$ cat src/rtl/calc_pkg.sv
// Symbol encoding and editor state shared by the input buffer and the
// picture generator's code-to-glyph mapping.
package calc_pkg;

    localparam logic [3:0] SYM_PLUS  = 4'hA;
    localparam logic [3:0] SYM_MINUS = 4'hB;
    localparam logic [3:0] SYM_MUL   = 4'hC;
    localparam logic [3:0] SYM_DIV   = 4'hD;
    localparam logic [3:0] SYM_EQ    = 4'hE;
    localparam logic [3:0] SYM_BLANK = 4'hF;

    typedef enum logic {
        EDIT = 1'b0,
        DONE = 1'b1
    } state_t;

    function automatic logic is_digit(input logic [3:0] sym);
        return (sym <= 4'd9);
    endfunction

endpackage

$ cat src/rtl/display_latch.sv
// Frame-sync gated copy of the symbol vector; the display only ever sees
// a snapshot taken in vertical blank, so it never tears mid-frame.
module display_latch
    import calc_pkg::*;
#(
    parameter int DEPTH = 4
) (
    input  logic               clk,
    input  logic               rst_n,
    input  logic               frame_sync,
    input  logic [4*DEPTH-1:0] data,
    output logic [4*DEPTH-1:0] numbers
);

    logic [4*DEPTH-1:0] numbers_reg;

    always_ff @(posedge clk) begin
        if (!rst_n) begin
            numbers_reg <= {DEPTH{SYM_BLANK}};
        end else if (frame_sync) begin
            numbers_reg <= data;
        end
    end

    assign numbers = numbers_reg;

endmodule

$ cat src/rtl/symbol_buffer.sv
// Key-entry line buffer: enforces digit/operator syntax, handles backspace
// and clear, and hands a packed symbol vector to the display latch.
module symbol_buffer
    import calc_pkg::*;
#(
    parameter  int DEPTH = 4,
    localparam int CW    = $clog2(DEPTH + 1)
) (
    input  logic               clk,
    input  logic               rst_n,
    input  logic               key_valid,
    input  logic [3:0]         key_code,
    input  logic               bksp,
    input  logic               clr,
    input  logic               frame_sync,
    output logic [4*DEPTH-1:0] numbers,
    output logic [CW-1:0]      count,
    output logic               eq_pulse,
    output logic               err
);

    logic [3:0]   slot_reg  [DEPTH];
    logic [3:0]   slot_next [DEPTH];
    logic [CW-1:0] count_reg, count_next;
    state_t       state_reg, state_next;
    logic         eq_reg, eq_next;
    logic         err_reg, err_next;

    logic [CW-1:0] base_count;
    logic [3:0]    base_last;
    logic [4*DEPTH-1:0] work_vec;

    always_comb begin
        slot_next  = slot_reg;
        count_next = count_reg;
        state_next = state_reg;
        eq_next    = 1'b0;
        err_next   = 1'b0;
        base_count = count_reg;
        base_last  = SYM_BLANK;
        for (int i = 0; i < DEPTH; i++) begin
            if (i == int'(count_reg) - 1) base_last = slot_reg[i];
        end

        if (clr) begin
            for (int i = 0; i < DEPTH; i++) slot_next[i] = SYM_BLANK;
            count_next = '0;
            state_next = EDIT;
        end else if (bksp) begin
            if (count_reg != '0) begin
                for (int i = 0; i < DEPTH; i++) begin
                    if (i == int'(count_reg) - 1) slot_next[i] = SYM_BLANK;
                end
                count_next = count_reg - 1'b1;
                state_next = EDIT;
            end
        end else if (key_valid) begin
            if (key_code == SYM_BLANK) begin
                err_next = 1'b1;
            end else begin
                // A new key after '=' starts a fresh expression on an empty line.
                if (state_reg == DONE) begin
                    for (int i = 0; i < DEPTH; i++) slot_next[i] = SYM_BLANK;
                    base_count = '0;
                    base_last  = SYM_BLANK;
                    count_next = '0;
                    state_next = EDIT;
                end
                if (is_digit(key_code)) begin
                    if (int'(base_count) < DEPTH) begin
                        for (int i = 0; i < DEPTH; i++) begin
                            if (i == int'(base_count)) slot_next[i] = key_code;
                        end
                        count_next = base_count + 1'b1;
                    end else begin
                        err_next = 1'b1;
                    end
                end else if (base_count != '0 && int'(base_count) < DEPTH &&
                             is_digit(base_last)) begin
                    for (int i = 0; i < DEPTH; i++) begin
                        if (i == int'(base_count)) slot_next[i] = key_code;
                    end
                    count_next = base_count + 1'b1;
                    if (key_code == SYM_EQ) begin
                        eq_next    = 1'b1;
                        state_next = DONE;
                    end
                end else begin
                    err_next = 1'b1;
                end
            end
        end
    end

    always_ff @(posedge clk) begin
        if (!rst_n) begin
            for (int i = 0; i < DEPTH; i++) slot_reg[i] <= SYM_BLANK;
            count_reg <= '0;
            state_reg <= EDIT;
            eq_reg    <= 1'b0;
            err_reg   <= 1'b0;
        end else begin
            slot_reg  <= slot_next;
            count_reg <= count_next;
            state_reg <= state_next;
            eq_reg    <= eq_next;
            err_reg   <= err_next;
        end
    end

    for (genvar gi = 0; gi < DEPTH; gi++) begin : g_pack
        assign work_vec[4*gi +: 4] = slot_reg[gi];
    end

    // Latch samples the pre-update buffer, so a same-cycle key shows next frame.
    display_latch #(.DEPTH(DEPTH)) u_display_latch (
        .clk        (clk),
        .rst_n      (rst_n),
        .frame_sync (frame_sync),
        .data       (work_vec),
        .numbers    (numbers)
    );

    assign count    = count_reg;
    assign eq_pulse = eq_reg;
    assign err      = err_reg;

endmodule

$ cat config.mk
export PLATFORM = sky130hd
export DESIGN_NAME = symbol_buffer
export DESIGN_NICKNAME = d
export VERILOG_FILES = /design/src/rtl/calc_pkg.sv /design/src/rtl/display_latch.sv /design/src/rtl/symbol_buffer.sv
export SDC_FILE = /design/constraint.sdc
export NUM_CORES = 1
export LEC_CHECK = 0
export BUFFER_PORTS_ARGS = -buffer_cell sky130_fd_sc_hd__buf_2
export CORE_MARGIN = 2
export CORE_UTILIZATION = 61
export CTS_CLUSTER_SIZE = 12
export DETAILED_ROUTE_END_ITERATION = 10
export PLACE_DENSITY = 0.84
export SYNTH_ARGS = -nofsm -noshare
export SYNTH_HDL_FRONTEND = slang
export SYNTH_HIERARCHICAL = 1
export SYNTH_SLANG_ARGS = --single-unit
$ cat constraint.sdc
create_clock -name clk -period 7 [get_ports clk]
set_input_delay 0 -clock clk [delete_from_list [all_inputs] [get_ports clk]]
set_output_delay 0 -clock clk [all_outputs]
set_load 0.02 [all_outputs]
==> flow_results.org <==
** Clocking
- Number of clock buffers inserted by TritonCTS :: 5
- Clk sink count :: 38
- After clock tree synthesis, the clock-pin slew on the worst setup and hold paths is 0.12 ns.
- Post-CTS timing repair inserted 0 buffers for setup.
- Counting along the longest clock path gives a buffer depth of 2.
- TritonCTS built the clock tree.
- The tree is rooted in a sky130_fd_sc_hd__clkbuf_4.
- Once the clock tree was built, the resizer swapped 0 gates to a different size.
- The H-tree generated during clock tree synthesis spans 2 levels.
- Clock latency on the worst-skew pair :: 0.36 ns

** Place
- Summed over all nets, the half-perimeter wirelength after detailed placement is 3618 um.
- Placed insts :: 306
- The congestion estimate from routability-driven global placement came to 1.023.
- Instance area after placement :: 0.002211 mm2
- In this run the tool buffered the top-level ports with 30 buffer cells.

** Worst setup path
- Critical Path Fanout Max :: 11
- Together, buffers and inverters on the worst path number 1.
- Largest delay contributor family on the critical path :: compound AO/OA/AOI/OAI gates
- Worst Setup Start Kind :: flip-flop
- The critical path is of the flip-flop to flip-flop type.
- Slowest library cell on the worst path :: sky130_fd_sc_hd__a22oi_1
- Crit path arrival time :: 3.07 ns
- Largest incremental delay on the critical path :: 0.76 ns
- STA classifies the critical path endpoint as a flip-flop.
- The signal on the critical path passes through inv_1, ha_1, a211oi_1, a21oi_1, a22oi_1, o221a_2, o32a_1.
- STA puts the critical path data required time at 7.29 ns.

** Hold path
- The tightest min-delay check is of the input pin to flip-flop type.

** Route
- The first TritonRoute pass finished after 5 iterations.
- Detailed Route Iter0 Violations :: 204
- Wires add up to 5163 um.
- Detail-routed via count per cell :: 6.131
- The routed layout has 1,968 vias.
- Post-detailed-route DRC marker count :: 0
- Average wire per standard cell :: 16.08 um
- Post-DRT Antenna Nets :: 0

** Cells and area
- The repair_antennas step left the layout with diodes totalling 0.
- Footprint of the flip-flops and latches :: 760.7 um2
- Fraction of final layout cells with drive strength greater than 1 :: 17.82%
- Area of the multi-input gates :: 0.001205 mm2
- Commonest non-fill, non-tap cells in the layout :: sky130_fd_sc_hd__dfxtp_1 (38), sky130_fd_sc_hd__nand2_1 (36), sky130_fd_sc_hd__buf_2 (30)
- The net count of the finished layout is 295.
- From synthesis to final layout, the design area changed by 11.88%.
- The finished layout holds 321 standard cells, fillers aside.
- Util after Layout :: 70.82%
- Leading cell type in the layout, fill and taps excluded :: sky130_fd_sc_hd__dfxtp_1
- Final non-filler cell area :: 0.002345 mm2
- Fillers :: 291

** Yosys
- Synthesis produced a netlist whose cell count is 244.
- In the synthesized netlist the dominant register cell turns out to be sky130_fd_sc_hd__dfxtp_1.
- Nets in the synthesized netlist :: 265
- In this run the cell area of the synthesized design comes to 0.002096 mm2.
- Counting flops with a built-in enable in the synthesized netlist gives 0.
- Sequential-to-total area share from yosys stat :: 36.30%
- A synthesized cell averages 8.589 um2.
- After synthesis the netlist holds a flip-flop and latch count of 38.
- Synth warn :: 6
- Proportion of register bits with asynchronous set or reset after synthesis :: 0%
- Synthesis instantiated 49 different standard cells from the library.

** Global route
- The number of antenna violations at the first check in global routing was 0.
- Largest net degree at the start of global routing :: 19
- Tot GR Track Use :: 27.73%
- For this run the aggregate overflow at the end of global routing stands at 0.
- Number of global-route vias before repair :: 1,815
- First-pass GRT wire length :: 8569 um

** Timing
- Slew headroom :: 34.21%
- Setup repair after global routing left no endpoint under its margin.
- The routed design could run at a clock period as short as 2.778 ns.
- Setup violations remaining at the end of the flow were counted as 0.
- Total count of hold-check failures in the final report :: 0
- Worst hold slack across all endpoints :: 0.09595 ns
- For the final database, setup skew stands at 0.01723 ns.
- For the pin with the worst max-slew slack, the measured transition is 0.9868 ns.
- Static timing analysis puts the maximum clock frequency at 359.9 MHz.
- The final max-slew violation count came to 0.
- For the final routed database, the setup TNS stands at 0 ns.
- After layout, the worst path uses 39.69% of the clock period.

** Pwr
- In this run the power spent charging and discharging nets is 0.0001150 W.
- VDD sags by at most 0.00009853 V.
- Of the total power, registers draw 54.8%.
- The clock network accounts for 31.5% of the total power.
- In this run switching power makes up 28.68% of total power.
- Combinational group share of total power :: 13.7%
- Internal power :: 0.0002858 W
- Static Leakage :: 0.9128 nW
- Power spread over the standard cell area amounts to 170.9 mW/mm2.

** Floorplan
- In this run the vertical extent of the chip is 62.62 um.
- Die outline area :: 0.003921 mm2
- The initial utilization of the core area, before any placement, comes to 63.30%.
- Number of rows in the core area :: 21
- Measured along the x axis, the die boundary spans 62.62 um.
- Num ports :: 31
- The floorplan step defined a core boundary enclosing 0.003311 mm2.

** Run
- Max Cap Viol :: 0

** Outcome
- Result of the run :: complete, no violations
## final timing paths
| path | startpoint | to | cells past startpoint | slack (ns) |
|---|---|---|---|---|
| max | count[0] | slot_reg[14] | 7 | 4.22 |
| min | bksp | count[0] | 4 | 0.1 |
| max reg2reg | count[0] | slot_reg[14] | 7 | 4.22 |
| min reg2reg | u_display_latch/numbers[3] | u_display_latch/numbers[3] | 2 | 0.48 |
## per-stage QoR
stage	setup WS (ns)	power, W
2_1_floorplan	4.570	0.0002633
3_3_place_gp	4.426	0.0002745
3_5_place_dp	4.357	0.0002746
4_1_cts	4.284	0.0004013
5_1_grt	4.005	0.0004163
6_report	4.222	0.0004008
## synthesized netlist by cell type, types with 2 or more instances
cell,n,area share [%]
sky130_fd_sc_hd__dfxtp_1,38,36
sky130_fd_sc_hd__nand2_1,36,6.4
sky130_fd_sc_hd__nor2_1,20,3.6
sky130_fd_sc_hd__mux2i_1,18,8.6
sky130_fd_sc_hd__a21oi_1,16,3.8
sky130_fd_sc_hd__ha_1,11,6.6
sky130_fd_sc_hd__inv_1,10,1.8
sky130_fd_sc_hd__o21ai_0,6,1.4
sky130_fd_sc_hd__clkbuf_1,5,0.90
sky130_fd_sc_hd__nand3_1,5,1.2
sky130_fd_sc_hd__o32a_1,5,2.4
sky130_fd_sc_hd__o32ai_1,5,2.1
sky130_fd_sc_hd__a211oi_1,4,1.4
sky130_fd_sc_hd__a31oi_1,4,1.2
sky130_fd_sc_hd__buf_2,4,0.96
sky130_fd_sc_hd__nor3_1,4,0.96
sky130_fd_sc_hd__o22a_1,4,1.7
sky130_fd_sc_hd__a21boi_0,3,1.1
sky130_fd_sc_hd__nand4_1,3,0.90
sky130_fd_sc_hd__nor2b_1,3,0.90
sky130_fd_sc_hd__or3_1,3,0.90
sky130_fd_sc_hd__a22oi_1,2,0.72
sky130_fd_sc_hd__buf_6,2,1.1
sky130_fd_sc_hd__nand2b_1,2,0.60
sky130_fd_sc_hd__o211ai_1,2,0.72
sky130_fd_sc_hd__o21ai_2,2,0.84
sky130_fd_sc_hd__o22ai_1,2,0.60
sky130_fd_sc_hd__o31ai_1,2,0.72
sky130_fd_sc_hd__or2_2,2,0.60
sky130_fd_sc_hd__or4_4,2,1.1
## layout make-up
cell class	instances	share of cell area [%]
Clock inverter	2	0.5336
Multi-Input combinational cell	182	51.39
Clock buffer	6	2.188
Tap cell	46	2.455
Timing Repair Buffer	37	9.392
Sequential cell	38	32.44
Inverter	10	1.601
## power by group through the flow
stage,sequential [W],clock [W],combinational [W]
2_1_floorplan,0.000225,0,0.0000383
4_1_cts,0.000220,0.000128,0.0000535
5_1_grt,0.000220,0.000136,0.0000605
3_5_place_dp,0.000224,0,0.0000502
3_3_place_gp,0.000224,0,0.0000501
6_report,0.000220,0.000126,0.0000549
## worst min-delay path: stages
cell	delay, ns
sky130_fd_sc_hd__buf_2	0.18
sky130_fd_sc_hd__a21oi_1	0.06
sky130_fd_sc_hd__nand3_1	0.08
sky130_fd_sc_hd__a31oi_1	0.08
## routing by layer
metal / vias to the layer above / global-route usage, % / part of all wire, %
li1: 943 / - / -
met1: 902 / 35.97 / 42
met2: 106 / 44.76 / 47
met3: 17 / 5.946 / 8.7
met4: 0 / 11.67 / 2.7
met5: - / 0 / 0
## repair_timing
item | CTS | global route
setup endpoints to repair | 0 | 0
hold endpoints to repair | 23 | 0
hold buffers | 7 | 0
## cell families (layout without fill, tap and decap cells)
logic type               count (synthesis)  count (layout)  synth area share, %
adder cells (fa/ha/maj)                 11              11                6.567
buffers and inverters                   24              55                6.209
flip-flops                              38              38                36.30
AND/OR/NAND/NOR                         85              85                19.16
multiplexers                            18              18                8.597
AO/OA/AOI/OAI                           68              68                23.16
No activity file was read; power rests on OpenSTA's default activity.
